--- config.mk ---
export PLATFORM = sky130hd
export DESIGN_NAME = dbus_ctrl
export DESIGN_NICKNAME = d
export VERILOG_FILES = /design/src/rtl/dbus_ctrl.sv
export SDC_FILE = /design/constraint.sdc
export NUM_CORES = 1
export LEC_CHECK = 0
export BUFFER_PORTS_ARGS = -buffer_cell sky130_fd_sc_hd__buf_4
export CORE_UTILIZATION = 35
export CTS_BUF_LIST = sky130_fd_sc_hd__clkbuf_8
export DETAILED_ROUTE_END_ITERATION = 10
export PLACE_DENSITY = 0.67
export SYNTH_ARGS = -nofsm -noshare
export SYNTH_HDL_FRONTEND = slang
export SYNTH_SLANG_ARGS = --single-unit
--- constraint.sdc ---
create_clock -name clk -period 3.1 [get_ports clk]
set_input_delay 0.155 -clock clk [delete_from_list [all_inputs] [get_ports clk]]
set_output_delay 0.155 -clock clk [all_outputs]
set_load 0.01 [all_outputs]
--- src/rtl/dbus_ctrl.sv ---
// dbus_ctrl: multi-cycle handshake controller between the memory stage and the data bus.
// Latency: request visible on the bus the cycle after issue; result in DONE the cycle after data_ok.
// Backpressure: stall held from issue until data_ok; the request is held on the bus until data_ok.
//
// Ports
//   clk, resetn          clock, asynchronous active-low reset
//   mem_*                load/store from the memory stage (valid, write, size, unsigned, addr, wdata)
//   advance, flush       M->W capture this cycle / kill the memory-stage instruction
//   dreq_*               bus request: valid, addr, size, byte strobes, lane-aligned store data
//   dresp_*              bus response: addr_ok (not used), data_ok, raw read beat
//   stall                memory stage must hold
//   rdata                extended load result (0 after a store)
//   misalign             access not naturally aligned; no bus access is made
module dbus_ctrl #(
  parameter int ADDR_W = 64,
  parameter int DATA_W = 64   // only 64 is supported (8 byte lanes)
) (
  input  logic              clk,
  input  logic              resetn,
  input  logic              mem_valid,
  input  logic              mem_write,
  input  logic [1:0]        mem_size,
  input  logic              mem_unsigned,
  input  logic [ADDR_W-1:0] mem_addr,
  input  logic [DATA_W-1:0] mem_wdata,
  input  logic              advance,
  input  logic              flush,
  output logic              dreq_valid,
  output logic [ADDR_W-1:0] dreq_addr,
  output logic [1:0]        dreq_size,
  output logic [7:0]        dreq_strobe,
  output logic [DATA_W-1:0] dreq_data,
  input  logic              dresp_addr_ok,
  input  logic              dresp_data_ok,
  input  logic [DATA_W-1:0] dresp_data,
  output logic              stall,
  output logic [DATA_W-1:0] rdata,
  output logic              misalign
);

  typedef enum logic [1:0] {
    IDLE  = 2'd0,
    BUSY  = 2'd1,
    DONE  = 2'd2,
    DRAIN = 2'd3
  } state_e;

  state_e            state_q, state_d;
  logic              valid_q, valid_d;
  logic              we_q, we_d;
  logic              uns_q, uns_d;
  logic [1:0]        size_q, size_d;
  logic [ADDR_W-1:0] addr_q, addr_d;
  logic [7:0]        strobe_q, strobe_d;
  logic [DATA_W-1:0] wdata_q, wdata_d;
  logic [DATA_W-1:0] rdata_q, rdata_d;

  // Address-accepted is not needed to sequence the transaction.
  logic unused_addr_ok;
  assign unused_addr_ok = dresp_addr_ok;

  // ------------------------------------------------------------------
  // Request side: alignment check, strobe and lane alignment
  // ------------------------------------------------------------------
  logic [2:0]        mem_off;
  logic              mis_raw;
  logic              in_idle;
  logic              issue;
  logic [7:0]        size_mask;
  logic [7:0]        strobe_new;
  logic [DATA_W-1:0] wdata_new;

  assign mem_off = mem_addr[2:0];
  assign in_idle = (state_q == IDLE);

  always_comb begin
    mis_raw = 1'b0;
    case (mem_size)
      2'd1:    mis_raw = mem_off[0];
      2'd2:    mis_raw = |mem_off[1:0];
      2'd3:    mis_raw = |mem_off;
      default: mis_raw = 1'b0;
    endcase
  end

  always_comb begin
    size_mask = 8'hFF;
    case (mem_size)
      2'd0:    size_mask = 8'h01;
      2'd1:    size_mask = 8'h03;
      2'd2:    size_mask = 8'h0F;
      default: size_mask = 8'hFF;
    endcase
  end

  // Only aligned accesses are issued, so the shifted mask never spills past lane 7.
  assign strobe_new = mem_write ? (size_mask << mem_off) : 8'h00;
  assign wdata_new  = mem_wdata << {mem_off, 3'b000};

  // Issue happens straight out of IDLE; flush of the same instruction wins.
  assign issue = in_idle & mem_valid & ~mis_raw & ~flush;

  // ------------------------------------------------------------------
  // Response side: lane extraction and sign/zero extension
  // ------------------------------------------------------------------
  logic [DATA_W-1:0] rd_shifted;
  logic [DATA_W-1:0] load_ext;

  assign rd_shifted = dresp_data >> {addr_q[2:0], 3'b000};

  always_comb begin
    load_ext = rd_shifted;
    case (size_q)
      2'd0:    load_ext = {{(DATA_W-8){~uns_q & rd_shifted[7]}}, rd_shifted[7:0]};
      2'd1:    load_ext = {{(DATA_W-16){~uns_q & rd_shifted[15]}}, rd_shifted[15:0]};
      2'd2:    load_ext = {{(DATA_W-32){~uns_q & rd_shifted[31]}}, rd_shifted[31:0]};
      default: load_ext = rd_shifted;
    endcase
  end

  // ------------------------------------------------------------------
  // Next state
  // ------------------------------------------------------------------
  always_comb begin
    state_d  = state_q;
    valid_d  = valid_q;
    we_d     = we_q;
    uns_d    = uns_q;
    size_d   = size_q;
    addr_d   = addr_q;
    strobe_d = strobe_q;
    wdata_d  = wdata_q;
    rdata_d  = rdata_q;

    case (state_q)
      IDLE: begin
        if (issue) begin
          state_d  = BUSY;
          valid_d  = 1'b1;
          we_d     = mem_write;
          uns_d    = mem_unsigned;
          size_d   = mem_size;
          addr_d   = mem_addr;
          strobe_d = strobe_new;
          wdata_d  = wdata_new;
        end
      end

      BUSY: begin
        if (dresp_data_ok && flush) begin
          // Killed in the completing cycle: nothing left to wait for, drop the data.
          state_d = IDLE;
          valid_d = 1'b0;
        end else if (dresp_data_ok) begin
          state_d = DONE;
          valid_d = 1'b0;
          rdata_d = we_q ? '0 : load_ext;
        end else if (flush) begin
          // The bus cannot retract a request; keep it up until data_ok.
          state_d = DRAIN;
        end
      end

      DONE: begin
        // Result held for the pipeline; mem_valid is not looked at here.
        if (advance || flush) begin
          state_d = IDLE;
        end
      end

      DRAIN: begin
        if (dresp_data_ok) begin
          state_d = IDLE;
          valid_d = 1'b0;
        end
      end

      default: begin
        state_d = IDLE;
        valid_d = 1'b0;
      end
    endcase
  end

  // ------------------------------------------------------------------
  // State registers
  // ------------------------------------------------------------------
  always_ff @(posedge clk or negedge resetn) begin
    if (!resetn) begin
      state_q  <= IDLE;
      valid_q  <= 1'b0;
      we_q     <= 1'b0;
      uns_q    <= 1'b0;
      size_q   <= 2'd0;
      addr_q   <= '0;
      strobe_q <= 8'h00;
      wdata_q  <= '0;
      rdata_q  <= '0;
    end else begin
      state_q  <= state_d;
      valid_q  <= valid_d;
      we_q     <= we_d;
      uns_q    <= uns_d;
      size_q   <= size_d;
      addr_q   <= addr_d;
      strobe_q <= strobe_d;
      wdata_q  <= wdata_d;
      rdata_q  <= rdata_d;
    end
  end

  // ------------------------------------------------------------------
  // Outputs
  // ------------------------------------------------------------------
  assign dreq_valid  = valid_q;
  assign dreq_addr   = addr_q;
  assign dreq_size   = size_q;
  assign dreq_strobe = strobe_q;
  assign dreq_data   = wdata_q;
  assign rdata       = rdata_q;

  // The IDLE terms are combinational from the memory stage, so they are gated
  // with resetn to keep both low for the whole reset window.
  assign misalign = resetn & in_idle & mem_valid & mis_raw;
  assign stall    = resetn & (issue | (state_q == BUSY) | (state_q == DRAIN));

endmodule
==> run_results.csv, run 1 <==
group,metric,value,unit
die,die_area,0.03305,mm²
min_path,min_from,"dresp_data[63]",
timing,timing.slew.headroom,0.4355,
die,rows,65,
placement,gp_congestion,0.9748,
cells_and_area,fill_cells,2817,
detailed_routing,ant_nets,0,
timing,worst_slew_pin_slew,0.8404,ns
setup_path,worst_setup_path_start_kind,"input port",
clocking,cts_sinks,207,
cells_and_area,design_area,0.01641,mm²
detailed_routing,vias,10700,
synthesis,synth_top_area_cell,"dfrtp_1",
setup_path,slowest_delay,0.53,ns
synthesis,yosysMostFrequentCell,"dfrtp_1",
die,chipWidth,181.8,µm
clocking,ctsResizeCount,0,
cells_and_area,finalNonFillerCells,2001,
synthesis,synthFlopType,"dfrtp_1",
detailed_routing,drt_pass1_iterations,5,
timing,fin_skew,0.03215,ns
setup_path,cpMostUsedCell,"buf_4",
clocking,cts_buffers,40,
global_routing,grt_overflow_total,0,
clocking,cts_tree,"built",
clocking,post_cts_buffers,0,
global_routing,grtUsageTotal,0.2568,
synthesis,avgSynthCellArea,10.26,µm²
placement,dpl.cell_count,1849,
die,core,0.03172,mm²
die,die_h,181.8,µm
timing,tns,0,ns
cells_and_area,area_growth_syn_to_layout,45.06,%
clocking,clock_path_buffers,3,
global_routing,grt_pass1_wl,65070,µm
timing,finalHoldViolCount,0,
detailed_routing,wl_per_cell,21.56,µm
timing,max_freq,0.3676,GHz
setup_path,crit_required,2.94,ns
placement,dp_hpwl,31010,µm
synthesis,ys_warn_count,0,
pwr,p_leak,7.853,nW
timing,period_share,0.8775,
setup_path,worst-path-buf-inv,4,
job,max_cap_viol_count,0,
global_routing,antenna_found_initial,2,
synthesis,ys_types,54,
synthesis,ys_seq_elements,207,
run_status,status,"finished, final reports clean",
synthesis,synth.area.top_cells,"dfrtp_1, mux2_2, mux2i_1, nand2_1, mux4_2",
pwr,power_density,725.8,mW/mm²
synthesis,synth_commonest_cells,"dfrtp_1, nand2_1, mux2_2, o21ai_0, nor2_1",
placement,dp_slack,0.5861,ns
clocking,cts_root_buffer,"clkbuf_8",
cells_and_area,fin_nets,1776,
clocking,clk_latency,0.56,ns
setup_path,path_cells,"dlygate4sd3_1 -> buf_4 -> a21oi_1 -> o21ai_1 -> nand4b_1 -> buf_12 -> a21boi_0 -> buf_4",
synthesis,syn-num-nets,1306,
die,start_util,0.3568,
timing,slew_viol_final,0,
clocking,clk_pin_slew_worst_paths,0.06,ns
setup_path,r2r_start,"dreq_addr[1]$_DFFE_PN0P_",
detailed_routing,via_per_inst,5.349,
clocking,htreeDepth,2,
synthesis,async_flop_share,1.000,
timing,layout_setup_ws,0.3799,ns
global_routing,grt_pass1_vias,10860,
detailed_routing,totalWireLength,43140,µm
setup_path,arrival,2.57,ns
synthesis,postSynthCellCount,1103,
global_routing,grt_max_degree,82,
setup_path,path_max_fanout,52,
synthesis,synth_edf_count,0,
timing,grt_setup_unrepaired,"no",
setup_path,crit_path_end_kind,"primary output",
setup_path,startpoint,"mem_size[0]",
placement,dpl_cell_area,0.01477,mm²
synthesis,syn-cell-area,0.01132,mm²
die,io_pins,408,
setup_path,path_class,"input port to primary output",
synthesis,synth-seq-area-share,0.4578,
detailed_routing,post-route-drc-count,0,
cells_and_area,layout-drive-gt1-share,0.4070,
detailed_routing,drt_iter0_markers,717,
timing,finalSetupViolCount,0,
setup_path,cp_slowest_cell,"dlygate4sd3_1",
pwr,ir_drop,0.0004327,V
timing,finalCriticalPeriod,2.720,ns
placement,io_buffers,406,
setup_path,path_delay_family,"buffers and inverters",
synthesis,yosysTopAreaCellShare,0.4578,
clocking,hold_buffers,84,
min_path,hold_class,"input port to register",
logic make-up (layout without fill, tap and decap cells):
family                 count (synthesis)  after routing  share of synthesized area
buffers and inverters                100            594                    0.04036
multiplexers                         215            215                     0.2276
AO/OA/AOI/OAI                        274            274                     0.1590
other                                  0              2                          0
AND/OR/NAND/NOR                      307            307                     0.1153
flip-flops                           207            207                     0.4578
layout by cell type (no fill, tap or decap), drive strengths merged, types with 3 or more instances in the layout:
master         n
inv           15
nand2        175
mux4          22
o32ai          8
o41ai          6
mux2i         75
buf          435
o21a          11
a21oi         40
o211ai         3
a2bb2oi        7
nor2          83
o22a           4
nand2b        13
and2           5
dlygate4sd3   84
a211oi         8
o21ai        100
nor3           6
a22o           9
mux2         118
a22oi         28
clkbuf        47
nor2b          6
nand3          9
dfrtp        207
o31ai         37
clkinv         9
registers in the layout, summed over array words and instances, names as in the netlist, 2 cells and up:
register and count:
state_q 2, dreq_size 2, dreq_addr 64, dreq_strobe 8
dreq_data 64, rdata 64
per-stage QoR:
step	hold WS [ns]	total power, mW	util
final	0.03619	11.91	0.5175
after global routing	0.03174	12.56	0.5175
after CTS	0.002510	11.98	0.5174
after detailed placement	0.1705	9.045	0.4656
after global placement	0.1727	8.945	0.4656
after floorplan	-0.1406	6.557	-
routing by layer:
metal | vias to the layer above | GRT usage | wire (µm)
met1 | 5177 | 0.3145 | 16910
met4 | 0 | 0.1010 | 1539
met3 | 78 | 0.06779 | 3814
li1 | 4923 | - | -
met5 | - | 0 | 0
met2 | 526 | 0.4302 | 20880
worst min-delay path, stage by stage:
cell and delay [ns]:
buf_4 0.13, a21oi_1 0.16, o31ai_1 0.09
power by group:
group,total [mW],internal (mW),switching [mW]
Clock,2.80,1.55,1.25
Sequential,4.23,3.58,0.650
Combinational,4.88,2.45,2.44
area by class of cell:
class,instances,area [µm²],share of cell area
Tap cell,402,503.0,0.03064
Sequential cell,207,5181,0.3156
Antenna cell,2,5.005,0.0003049
Clock inverter,19,155.1,0.009452
Timing Repair Buffer,519,4189,0.2552
Multi-Input combinational cell,796,5700,0.3473
Clock buffer,47,646.9,0.03941
Inverter,9,33.78,0.002058
worst paths after layout:
check                                                end  slack [ns]  cells after the start
worst max-delay path                               stall        0.38                      8
min in group asynchronous          rdata[34]$_DFFE_PN0P_        0.20                      2
worst min register to register    dreq_valid$_DFFE_PN0P_        0.48                      2
worst max register to register     rdata[25]$_DFFE_PN0P_        0.53                      5
worst min-delay path               rdata[63]$_DFFE_PN0P_        0.04                      3
max in group asynchronous       dreq_data[7]$_DFFE_PN0P_        1.97                      3
Power figures use the tool's default switching activity.
==> run 2, diff against run 1 <==
==> constraint.sdc (replaced) <==
create_clock -name clk -period 3.1 [get_ports clk]
set_input_delay 0.155 -clock clk [delete_from_list [all_inputs] [get_ports clk]]
set_output_delay 0.155 -clock clk [all_outputs]
set_load 0.005 [all_outputs]
==> run 2 against run 1 <==
  * Fmax increased by 9.8%
  * Utilization is essentially flat
  * Sequential power about the same
  * Worst hold slack worse by 0.0082 ns
  * Die area unchanged
  * Register-to-register slack improved by 0.09 ns
  * Via count hardly changed
  * Total power down 2.4%
  * Critical endpoint is now rdata[14]$_DFFE_PN0P_
  * Largest power group unchanged
  * Highest routed layer unchanged
==> run_results.csv, run 2 (synthesis results as in run 1) <==
group,metric,value,unit
run_status,status,"finished, final reports clean",
setup_path,crit_required,3.47,ns
clocking,cts_sinks,207,
pwr,swShare,0.3419,
timing,fin_skew,0.03207,ns
timing,timing.slew.headroom,0.4187,
setup_path,path_max_fanout,36,
clocking,cts_root_buffer,"clkbuf_8",
die,rows,65,
die,die_h,181.8,µm
pwr,power_frac_clock,0.250,
setup_path,worst-path-buf-inv,1,
min_path,min_from,"mem_wdata[9]",
setup_path,startpoint,"dreq_addr[1]$_DFFE_PN0P_",
clocking,clock_path_buffers,3,
setup_path,path_delay_family,"flip-flops",
timing,finalHoldViolCount,0,
setup_path,path_cells,"buf_4 -> mux2_2 -> a22oi_1 -> nor2_1 -> o21ai_0 -> nand3_1",
setup_path,slowest_delay,0.68,ns
pwr,seq_power_share,0.363,
cells_and_area,area_growth_syn_to_layout,45.17,%
pwr,p_leak,7.869,nW
setup_path,crit_path_end_kind,"register",
clocking,cts_buffers,39,
pwr,p_sw,3.978,mW
clocking,cts_tree,"built",
die,chipWidth,181.8,µm
global_routing,grt_max_degree,95,
timing,max_freq,0.4038,GHz
pwr,combPwrFrac,0.387,
clocking,clk_latency,0.55,ns
cells_and_area,fin_nets,1774,
pwr,intPower,7.655,mW
die,die_area,0.03305,mm²
placement,io_buffers,406,
pwr,power_density,708.1,mW/mm²
clocking,clk_pin_slew_worst_paths,0.06,ns
detailed_routing,wl_per_cell,21.21,µm
global_routing,grt_pass1_vias,10830,
detailed_routing,drt_pass1_iterations,5,
setup_path,worst_setup_path_start_kind,"register",
clocking,htreeDepth,2,
detailed_routing,via_per_inst,5.341,
global_routing,antenna_found_initial,4,
clocking,post_cts_buffers,0,
setup_path,cp_slowest_cell,"dfrtp_2",
setup_path,path_class,"register to register",
die,start_util,0.3568,
pwr,ir_drop,0.0004298,V
timing,tns,0,ns
timing,finalSetupViolCount,0,
timing,grt_setup_unrepaired,"no",
placement,dp_hpwl,30400,µm
timing,period_share,0.7989,
global_routing,grt_overflow_total,0,
cells_and_area,mostFrequentLayoutCell,"buf_4",
pwr,p_total,11.63,mW
cells_and_area,layout-drive-gt1-share,0.4071,
detailed_routing,totalWireLength,42520,µm
setup_path,arrival,2.85,ns
die,io_pins,408,
detailed_routing,drt_iter0_markers,697,
detailed_routing,post-route-drc-count,0,
timing,worst_slew_pin_slew,0.8652,ns
detailed_routing,vias,10710,
cells_and_area,fill_cells,2873,
timing,finalCriticalPeriod,2.476,ns
cells_and_area,final_cell_mix,"buf_4, dfrtp_1, nand2_1",
timing,slew_viol_final,0,
setup_path,r2r_start,"dreq_addr[1]$_DFFE_PN0P_",
job,max_cap_viol_count,0,
global_routing,grt_pass1_wl,65250,µm
min_path,hold_class,"input port to register",
placement,gp_congestion,1.001,
detailed_routing,ant_nets,0,
global_routing,grtUsageTotal,0.2564,
die,core,0.03172,mm²
-- run 2: stage by stage --
step,setup slack (ns),hold WS [ns],utilization,cell area [µm²],std cells
3_5_place_dp,0.6441,0.1549,0.4645,14730,1848
4_1_cts,0.6083,0.0007112,0.5176,16420,2001
5_1_grt,0.4520,0.02547,0.5179,16430,2005
6_report,0.6235,0.02802,0.5179,16430,2005
2_1_floorplan,1.176,-0.1406,-,11320,1103
3_3_place_gp,0.6629,0.1516,0.4645,14730,1848
-- run 2: power groups by stage --
stage / Combinational, mW / Clock (mW) / Sequential, mW
global route: 4.89 / 3.11 / 4.33
global placement: 4.36 / 0 / 4.21
floorplan: 2.08 / 0 / 4.14
CTS: 4.51 / 2.98 / 4.21
detailed placement: 4.40 / 0 / 4.24
finish: 4.50 / 2.91 / 4.22
-- run 2: layout make-up --
type | count | area, µm² | share of cell area
Sequential cell | 207 | 5181 | 0.3154
Multi-Input combinational cell | 796 | 5700 | 0.3470
Clock buffer | 52 | 715.7 | 0.04357
Inverter | 9 | 33.78 | 0.002057
Timing Repair Buffer | 518 | 4156 | 0.2530
Clock inverter | 17 | 126.4 | 0.007693
Antenna cell | 4 | 10.01 | 0.0006093
Tap cell | 402 | 503.0 | 0.03062
-- run 2: path summary, 6_finish.rpt --
check / end / depth (start not counted) / slack, ns
setup / recovery: rdata[14]$_DFFE_PN0P_ / 6 / 0.62
hold / removal: dreq_data[9]$_DFFE_PN0P_ / 3 / 0.03
setup reg to reg: rdata[14]$_DFFE_PN0P_ / 6 / 0.62
hold reg to reg: dreq_data[0]$_DFFE_PN0P_ / 2 / 0.48
max in group asynchronous: dreq_addr[23]$_DFFE_PN0P_ / 3 / 1.93
min in group asynchronous: rdata[32]$_DFFE_PN0P_ / 2 / 0.16
-- run 2: routing by layer --
layer	track usage	wire (µm)	vias up
li1	-	-	4915
met1	0.3159	16870	5203
met2	0.4320	20690	510
met3	0.06719	3547	81
met4	0.09119	1419	0
met5	0	0	-
-- run 2: worst min-delay path, cell delays in order --
cell and delay (ns):
buf_4 0.09, mux2i_1 0.09, o31ai_1 0.19
-- run 2: timing repair --
item | 4_1_cts | 5_1_grt
hold endpoints to repair | 159 | 0
gates resized for setup | 0 | 0
hold buffers | 84 | 0
